**src/rtl/jk_excite_drv.sv**
```systemverilog
// rtl/jk_excite_drv.sv - JK flip-flop bank excitation driver with verify-and-retry
module jk_excite_drv #(
    parameter int WIDTH     = 8,
    parameter int MAX_RETRY = 3,
    parameter int DC_POLICY = 0,
    localparam int RCW      = (MAX_RETRY > 0) ? $clog2(MAX_RETRY + 1) : 1
) (
    input  logic             clk,
    input  logic             rst_n,
    input  logic             tgt_valid,
    input  logic [WIDTH-1:0] tgt_data,
    output logic             tgt_ready,
    input  logic [WIDTH-1:0] q_fb,
    input  logic             clr_err,
    output logic [WIDTH-1:0] J,
    output logic [WIDTH-1:0] K,
    output logic             busy,
    output logic             done_pulse,
    output logic             err,
    output logic [WIDTH-1:0] err_mask,
    output logic [RCW-1:0]   retry_cnt
);

    typedef enum logic [1:0] {S_IDLE, S_DRIVE, S_CHECK, S_ERR} state_t;

    localparam logic [RCW-1:0] RMAX = RCW'(MAX_RETRY);

    state_t           state, state_nxt;
    logic [WIDTH-1:0] tgt_q;
    logic             match;
    logic             retry_ok;

    // Returns {J, K}; neither policy can produce J=K=1 on any bit.
    function automatic logic [2*WIDTH-1:0] excite(input logic [WIDTH-1:0] t,
                                                  input logic [WIDTH-1:0] q);
        if (DC_POLICY != 0)
            return {t, ~t};
        else
            return {t & ~q, ~t & q};
    endfunction

    assign match    = (q_fb == tgt_q);
    assign retry_ok = (retry_cnt < RMAX);

    always_ff @(posedge clk or negedge rst_n) begin
        if (!rst_n)
            state <= S_IDLE;
        else
            state <= state_nxt;
    end

    always_comb begin
        state_nxt = state;
        case (state)
            S_IDLE:  if (tgt_valid) state_nxt = S_DRIVE;
            S_DRIVE: state_nxt = S_CHECK;
            S_CHECK: begin
                if (match)
                    state_nxt = S_IDLE;
                else if (retry_ok)
                    state_nxt = S_DRIVE;
                else
                    state_nxt = S_ERR;
            end
            S_ERR:   if (clr_err) state_nxt = S_IDLE;
            default: state_nxt = S_IDLE;
        endcase
    end

    always_comb begin
        tgt_ready = 1'b0;
        busy      = 1'b1;
        err       = 1'b0;
        case (state)
            S_IDLE: begin
                tgt_ready = 1'b1;
                busy      = 1'b0;
            end
            S_ERR:   err = 1'b1;
            default: ;
        endcase
    end

    // J/K default to zero so every drive lasts exactly one cycle.
    always_ff @(posedge clk or negedge rst_n) begin
        if (!rst_n) begin
            tgt_q      <= '0;
            J          <= '0;
            K          <= '0;
            done_pulse <= 1'b0;
            err_mask   <= '0;
            retry_cnt  <= '0;
        end else begin
            J          <= '0;
            K          <= '0;
            done_pulse <= 1'b0;
            case (state)
                S_IDLE: begin
                    if (tgt_valid) begin
                        tgt_q     <= tgt_data;
                        {J, K}    <= excite(tgt_data, q_fb);
                        retry_cnt <= '0;
                    end
                end
                S_CHECK: begin
                    if (match) begin
                        done_pulse <= 1'b1;
                    end else if (retry_ok) begin
                        retry_cnt <= retry_cnt + 1'b1;
                        {J, K}    <= excite(tgt_q, q_fb);
                    end else begin
                        err_mask <= q_fb ^ tgt_q;
                    end
                end
                S_ERR: begin
                    if (clr_err) begin
                        err_mask  <= '0;
                        retry_cnt <= '0;
                    end
                end
                default: ;
            endcase
        end
    end

endmodule

```
**config.mk**
```make
export PLATFORM = sky130hd
export DESIGN_NAME = jk_excite_drv
export DESIGN_NICKNAME = d
export VERILOG_FILES = /design/src/rtl/jk_excite_drv.sv
export SDC_FILE = /design/constraint.sdc
export NUM_CORES = 1
export LEC_CHECK = 0
export CAP_MARGIN = 20
export CELL_PAD_IN_SITES_DETAIL_PLACEMENT = 0
export CELL_PAD_IN_SITES_GLOBAL_PLACEMENT = 1
export CORE_ASPECT_RATIO = 0.75
export CORE_MARGIN = 2
export CORE_UTILIZATION = 34
export CTS_BUF_LIST = sky130_fd_sc_hd__clkbuf_4 sky130_fd_sc_hd__clkbuf_8
export DETAILED_ROUTE_END_ITERATION = 10
export HOLD_SLACK_MARGIN = 0.03
export PLACE_DENSITY_LB_ADDON = 0.1
export SLEW_MARGIN = 20
export SYNTH_ARGS = -nofsm -noshare
export SYNTH_HDL_FRONTEND = slang
export SYNTH_SLANG_ARGS = --single-unit
```
**constraint.sdc**
```tcl
create_clock -name clk -period 1.6 [get_ports clk]
set_input_delay 0.16 -clock clk [delete_from_list [all_inputs] [get_ports clk]]
set_output_delay 0.16 -clock clk [all_outputs]
set_load 0.01 [all_outputs]
```
==> flow_summary.json <==
{
  "grt_overflow": 0,
  "gp_congestion": 0.739,
  "worstSetupPathType": "reg2reg",
  "start_util_pct": 35.6,
  "postSynthAreaPerCell_um2": 11.5,
  "syn_inst": 153,
  "cp_max_fo": 8,
  "skew_ps": 8.31,
  "cts_buffer_depth": 2,
  "crit_chain": "ha_4 > and4_4 > a21bo_1 > or3b_4 > o2bb2ai_2",
  "portBuffers": 49,
  "track_usage_pct": 17.1,
  "startpoint_type": "flop",
  "core.rowCount": 22,
  "num-fill-cells": 430,
  "worst_pin_slew_ps": 676,
  "max-slew-margin-rel_pct": 54.9,
  "routed-via-count": 1460,
  "crit_family": "simple AND/OR/NAND/NOR gates",
  "layout_setup_ws_ps": -133,
  "setup_viol": 28,
  "seqPwrFrac_pct": 33.1,
  "clock_latency_ps": 280,
  "path_buf_inv": 0,
  "grt_pass1_vias": 1554,
  "hold_path.class": "in2reg",
  "ant_nets": 0,
  "pwr_density_cell_mw_per_mm2": 1450,
  "clkSinkCount": 37,
  "rsz0062_at_grt": "true",
  "die-area_mm2": 0.00578,
  "cts_buffers": 5,
  "drt_iter0_markers": 49,
  "cts-htree-levels": 2,
  "netSwitchingPower_uw": 1460,
  "wl_um": 4610,
  "violations": "negative setup slack",
  "cts_tree": "done",
  "dp.cells": 276,
  "die_x_um": 87.1,
  "slowest_stage": "or3b_4",
  "seq_area_frac_synth_pct": 52.5,
  "core_area_mm2": 0.00495,
  "synth_top_cell_area_share_pct": 52.5,
  "diodes": 0,
  "ys_seq_elements": 37,
  "critPathRequiredTime_ps": 1810,
  "wl_per_cell_um": 15.6,
  "ioPinCount": 50,
  "drt-vias-per-instance": 4.95,
  "fin_crit_ps": 1730,
  "final_nets": 274,
  "dpl.hpwl_um": 3150,
  "antenna_found_initial": 0,
  "power.leakage_uw": 0.00132,
  "cap_violations": 0,
  "yosysWarningCount": 0,
  "power.total_uw": 4150,
  "die_h_um": 66.4,
  "fmax_mhz": 577,
  "internal_power_uw": 2690,
  "synth_nets": 193,
  "status": "finished, violations left",
  "syn_to_final_growth_pct": 61.8,
  "syn-cell-area_mm2": 0.00176,
  "hold_viol": 0,
  "combPwrFrac_pct": 51.3,
  "drt_first_pass_iters": 4,
  "fin_cells": 295,
  "period_share_pct": 108,
  "p_clk_share_pct": 15.6,
  "drv_slew": 0,
  "grt_pass1_wl_um": 7450,
  "drc": 0,
  "synthTopCellsByArea": "dfrtp_1 53%, ha_1 14%, a32o_1 9.7%, inv_1 5.7%, o2bb2ai_1 4.0%",
  "path_clk_slew_ps": 70,
  "endpoint_kind": "flop",
  "yosys.area.top_type": "dfrtp_1",
  "drive_gt1_share_pct": 31.9,
  "clockRootBuffer": "clkbuf_8",
  "max_stage_delay_ps": 470,
  "switching_share_pct": 35.2,
  "synth_cell_types": 24,
  "ir_drop_v": 0.000649,
  "crit_arrival_ps": 1950,
  "grt_max_degree": 33
}
## final cells by class
cell class	count	area, µm²	area share (%)
Sequential cell	37	926	32.5
Multi-Input combinational cell	83	907	31.8
Timing Repair Buffer	80	757	26.5
Inverter	27	101	3.55
Clock buffer	6	76.3	2.68
Tap cell	60	75.1	2.63
Clock inverter	2	10.0	0.351
## power groups by stage
stage / Sequential, µW / Clock [µW] / Combinational, µW
5_1_grt: 1400 / 718 / 2320
3_5_place_dp: 1350 / 0 / 1690
4_1_cts: 1370 / 674 / 1980
6_report: 1380 / 646 / 2130
2_1_floorplan: 1390 / 0 / 794
3_3_place_gp: 1330 / 0 / 1640
## flip-flops by register name, indices dropped and copies added (netlist names)
register,flops
state,2
J,8
err_mask,8
retry_cnt,2
done_pulse,1
K,8
tgt_q,8
## synth_stat cells
| cell | instances |
|---|---|
| a21oi_1 | 1 |
| nor2_1 | 2 |
| and3_1 | 1 |
| dfrtp_1 | 37 |
| inv_1 | 27 |
| ha_1 | 20 |
| a21oi_2 | 1 |
| and4_4 | 2 |
| a22o_1 | 1 |
| a32oi_1 | 1 |
| nand2b_1 | 2 |
| o21ai_1 | 11 |
| a21bo_1 | 1 |
| or3b_1 | 1 |
| nand2_1 | 9 |
| buf_2 | 2 |
| a32o_1 | 17 |
| clkbuf_1 | 4 |
| nor2b_1 | 1 |
| o31ai_1 | 1 |
| and2_1 | 1 |
| o21a_1 | 1 |
| o2bb2ai_1 | 8 |
| o21ai_0 | 1 |
## through the flow
step                      hold slack [ps]  area (µm²)  TNS [ps]  util, %  worst slack [ps]
final                                 327        2850     -2120     57.6              -133
after global routing                  328        2850     -3160     57.6              -171
after CTS                             331        2780     -1810     56.1              -128
after detailed placement              248        2480    -15220     50.1              -657
after global placement                224        2480    -14530     50.1              -561
after floorplan                      -136        1790      -815        -              -103
## logic make-up after synthesis
family,after synthesis,synth area share (%)
fa+ha+maj,20,14.2
simple gates,19,5.89
compound gates,44,20.2
flops,37,52.5
buf+inv,33,7.17
## timing repair
action / CTS / global route
endpoints found under the hold margin: 28 / 0
setup buffers: 4 / 6
pin swaps: 12 / 5
resized for setup: 41 / 6
hold buffers: 1 / 0
setup endpoints to repair: 30 / 30
## worst min-delay path, delay by kind of cell
kind | cells | cell delay, ps
AOI/OAI and AO/OA | 1 | 170
buffers and inverters | 2 | 240
## per-layer routing
layer / part of all wire (%) / GRT usage [%] / vias to the layer above
met3: 4.1 / 4.00 / 4
met4: 0.82 / 4.81 / 0
met1: 45 / 20.9 / 721
met2: 51 / 30.2 / 37
li1: - / - / 698
met5: 0 / 0 / -
## worst paths after layout
| path | from | to | slack (ps) | depth (start not counted) |
|---|---|---|---|---|
| setup / recovery | tgt_q[0] | err_mask[7] | -130 | 5 |
| hold / removal | q_fb[3] | J[3] | 330 | 3 |
| setup reg to reg | tgt_q[0] | err_mask[7] | -130 | 5 |
| hold reg to reg | err_mask[5] | err_mask[5] | 520 | 1 |
| max in group asynchronous | rst_n | tgt_q[3] | 570 | 3 |
| min in group asynchronous | rst_n | state[0] | 450 | 2 |
## cells in the final DEF, fill, tap and decap left out, types with 2 or more instances in the layout
cell and n:
and4_4 2, buf_4 24, nor2_1 2, dlygate4sd2_1 8, ha_2 2, clkinv_2 2, ha_1 10, clkdlybuf4s50_1 39
a32o_1 16, nand2b_1 2, clkbuf_8 5, buf_12 2, inv_1 19, o21ai_1 8, buf_6 3, nand2_1 9
ha_4 8, o2bb2ai_2 8, inv_2 8, o21ai_2 2, dfrtp_1 37
(Power assumes the default switching activity.)
==> RTL change 1 (same settings) <==
Set the parameter `MAX_RETRY` to 2 (it was 3).
--- a/src/rtl/jk_excite_drv.sv
+++ b/src/rtl/jk_excite_drv.sv
@@ -1,7 +1,7 @@
 // rtl/jk_excite_drv.sv - JK flip-flop bank excitation driver with verify-and-retry
 module jk_excite_drv #(
     parameter int WIDTH     = 8,
-    parameter int MAX_RETRY = 3,
+    parameter int MAX_RETRY = 2,
     parameter int DC_POLICY = 0,
     localparam int RCW      = (MAX_RETRY > 0) ? $clog2(MAX_RETRY + 1) : 1
 ) (
Behaviour: not the same (a bounded check fails within 10 cycles, from zero or initial values and one cycle with rst_n low).
==> RTL change 1 against the unedited design <==
The flow still finishes with violations (setup timing). Sequential cell count did not move. Total power rose by 19%. Routed wire length rose by 8.2%. Setup slack got worse by 37 ps. First-iteration DRC count rose by 12%. Final area rose by 3.7%. Area after synthesis rose by 2.1%. Final cell count rose by 5.8%. Largest power group unchanged. Highest routed layer unchanged.
==> RTL change 1: results <==
set metrics [dict create \
    outcome "finished, violations left" \
    violations "setup timing" \
    finalClockSkew_ps 3.99 \
    worst_slack_ps -170 \
    slew_headroom_pct 68.0 \
    met1_usage_pct 21.8 \
    buf_share_pct 26.7 \
    grtUsageMet2_pct 30.2 \
    clock_area_share_pct 4.06 \
    fillers 407 \
    setup_viol 27 \
    cp_max_fo 5 \
    ys_top_cells_by_count "dfrtp_1 (37), inv_1 (30), ha_1 (19)" \
    grt_pass1_vias 1567 \
    grtUsageMet3_pct 4.83 \
    postSynthAreaPerCell_um2 11.4 \
    syn-num-nets 197 \
    drt_iter0_drc 55 \
    max_stage_delay_ps 430 \
    grt_pass1_wl_um 7780 \
    p_leak_nw 1.34 \
    dp_cells 294 \
    vias 1513 \
    place.gp.congestion 0.787 \
    critPathArrivalTime_ps 1990 \
    ys_seq_area_share_pct 51.5 \
    met3_length_um 237 \
    inv_count 30 \
]
## RTL change 1: changes by cell type in the layout (fill, tap and decap cells not counted), moves of 3 or more
cell           change
buf_4              -4
o21ai_0            +7
inv_1              +4
dlygate4sd2_1      -4
nand2_1            +3
o21ai_1            -8
## RTL change 1: worst min-delay path, stage by stage
cell and delay (ps):
dlymetal6s2s_1 140, inv_2 80, a32o_1 160
## RTL change 1: power by group
| part | internal (W) | switching [W] | leakage (nW) |
|---|---|---|---|
| registers | 0.00125 | 0.000260 | 0.490 |
| logic | 0.00144 | 0.00113 | 0.797 |
| clock network | 0.000507 | 0.000359 | 0.0574 |
## RTL change 1: repair_timing
| action | in CTS | in global routing |
|---|---|---|
| gates cloned | 0 | 1 |
| pin swaps | 9 | 12 |
| buffers inserted | 5 | 4 |
| hold buffers | 1 | 0 |
| endpoints found under the setup margin | 31 | 30 |
| endpoints found under the hold margin | 19 | 0 |
| resized for setup | 20 | 23 |
## RTL change 1: final timing paths
path	start	cells after the start	slack (ps)	endpoint
hold / removal	q_fb[2]	3	280	J[2]
setup reg to reg	tgt_q[1]	6	-170	err_mask[4]
setup / recovery	tgt_q[1]	6	-170	err_mask[4]
max in group asynchronous	rst_n	3	780	retry_cnt[1]
hold reg to reg	err_mask[7]	1	510	err_mask[7]
min in group asynchronous	rst_n	2	350	K[6]
## RTL change 1: stage by stage
step	cell area [um^2]	total power (W)	TNS, ps	hold slack (ps)
global route	2960	0.00527	-4650	308
CTS	2800	0.00460	-1890	312
global placement	2520	0.00341	-13040	145
floorplan	1800	0.00245	0	-136
finish	2960	0.00495	-2900	280
detailed placement	2520	0.00345	-15130	148
==> RTL change 2 (same settings) <==
Without the edit above. Encoding of `state_t`: now one-hot (4 bits for 4 states).
--- a/src/rtl/jk_excite_drv.sv
+++ b/src/rtl/jk_excite_drv.sv
@@ -21,7 +21,7 @@
     output logic [RCW-1:0]   retry_cnt
 );
 
-    typedef enum logic [1:0] {S_IDLE, S_DRIVE, S_CHECK, S_ERR} state_t;
+    typedef enum logic [3:0] {S_IDLE = 4'b0001, S_DRIVE = 4'b0010, S_CHECK = 4'b0100, S_ERR = 4'b1000} state_t;
 
     localparam logic [RCW-1:0] RMAX = RCW'(MAX_RETRY);
 
Behaviour: no difference found for any inputs over 10 cycles, from zero or initial values and one cycle with rst_n low; not proved beyond that.
==> RTL change 2 against the unedited design <==
Critical path depth rose by 4. Final area rose by 10%. Via count rose by 9.8%. First-iteration DRC count rose by 6.1%. Sequential power fell by 3%. Total power fell by 6.4%. Routed wire length rose by 12%. The run still ends with setup timing left. Non-clock buffer count rose by 17. Area after synthesis rose by 8.7%. Setup slack got worse by 46 ps. Sequential cell count rose by 2. Largest power group unchanged. Sequential share of layout area fell by 1.3 points.
==> RTL change 2: results <==
set metrics [dict create \
    synthMuxAreaShare_pct 0.784 \
    drive_above_1_share_pct 37.4 \
    nClkBuffers 8 \
    cts_resized 25 \
    synthesis.instances 166 \
    met3_length_um 245 \
    fin_tns_setup_ps -2640 \
    path_delay_family "buffers and inverters" \
    dp_hpwl_um 3510 \
    pre_cts_ws_ps -507 \
    wl_met2_um 2510 \
    vias 1603 \
    wl_met1_um 2350 \
    met1_usage_pct 21.1 \
    r2r_slack_ps -150 \
    slowest_stage "clkdlybuf4s50_1" \
    grtUsageMet3_pct 4.70 \
    p_leak_nw 1.48 \
    ys_top_cells_by_count "dfrtp_1 (38), inv_1 (26), ha_1 (17)" \
    wl_per_cell_um 15.3 \
    post-cts-setup-buffers 11 \
    buf_share_pct 28.8 \
    ys_types 32 \
    num-multi-input-gates 92 \
    synth_xor_xnor_area_share_pct 0.457 \
    synth_ff_type "dfrtp_1" \
    fillers 466 \
    violations "setup timing" \
    slew_headroom_pct 67.9 \
    multi_input_area_um2 967 \
    ir_drop_mv 0.563 \
    ys_seq_area_share_pct 51.0 \
    worst_slack_ps -179 \
    syn-num-nets 203 \
    max_stage_delay_ps 490 \
    grt_pass1_wl_um 8600 \
    synthToLayoutAreaGrowth_pct 64.5 \
    grt_pass1_vias 1768 \
    place.gp.congestion 0.755 \
    sh_seq_area_pct 31.2 \
    clock_area_share_pct 3.29 \
    wirelength_um 5170 \
    buffers 97 \
    dp_cells 311 \
    grt_max_degree 35 \
    track_usage_pct 17.4 \
    synthAdderAreaFrac_pct 11.1 \
    dpl_cell_area_um2 2730 \
    cts.sinks 39 \
    numCtsBuffers 5 \
    finalClockSkew_ps 6.46 \
    setup_viol 28 \
    cp_max_fo 7 \
    outcome "finished, violations left" \
    synth_area_leaders "dfrtp_1 (50%), ha_1 (11%), a32o_1 (8.4%), inv_1 (5.1%), a31o_1 (3.7%)" \
    inv_count 26 \
    synth_compound_area_share_pct 16.3 \
    std_cell_rows 23 \
    grtUsageMet2_pct 29.8 \
]
RTL change 2: changes by cell type in the layout (fill, tap and decap cells not counted), moves of 4 or more:
cell / before / now
a31o_1: 0 / 8
o21ai_1: 8 / 4
dlygate4sd2_1: 8 / 0
nor2_2: 0 / 4
o2bb2ai_2: 8 / 0
buf_4: 24 / 37
dfrtp_2: 0 / 4
RTL change 2: where the power goes:
| group | total (W) | switching [W] | internal, W |
|---|---|---|---|
| registers | 0.00134 | 0.000152 | 0.00119 |
| logic | 0.00178 | 0.000774 | 0.00101 |
| clock network | 0.000761 | 0.000351 | 0.000411 |
RTL change 2: worst paths after layout:
check                             from     endpoint  depth (start not counted)
setup reg to reg              tgt_q[2]  err_mask[6]                          7
max in group asynchronous        rst_n         J[3]                          3
setup / recovery               q_fb[6]  err_mask[6]                          9
hold reg to reg            err_mask[5]  err_mask[5]                          1
hold / removal                 q_fb[5]         J[5]                          3
min in group asynchronous        rst_n     tgt_q[5]                          2
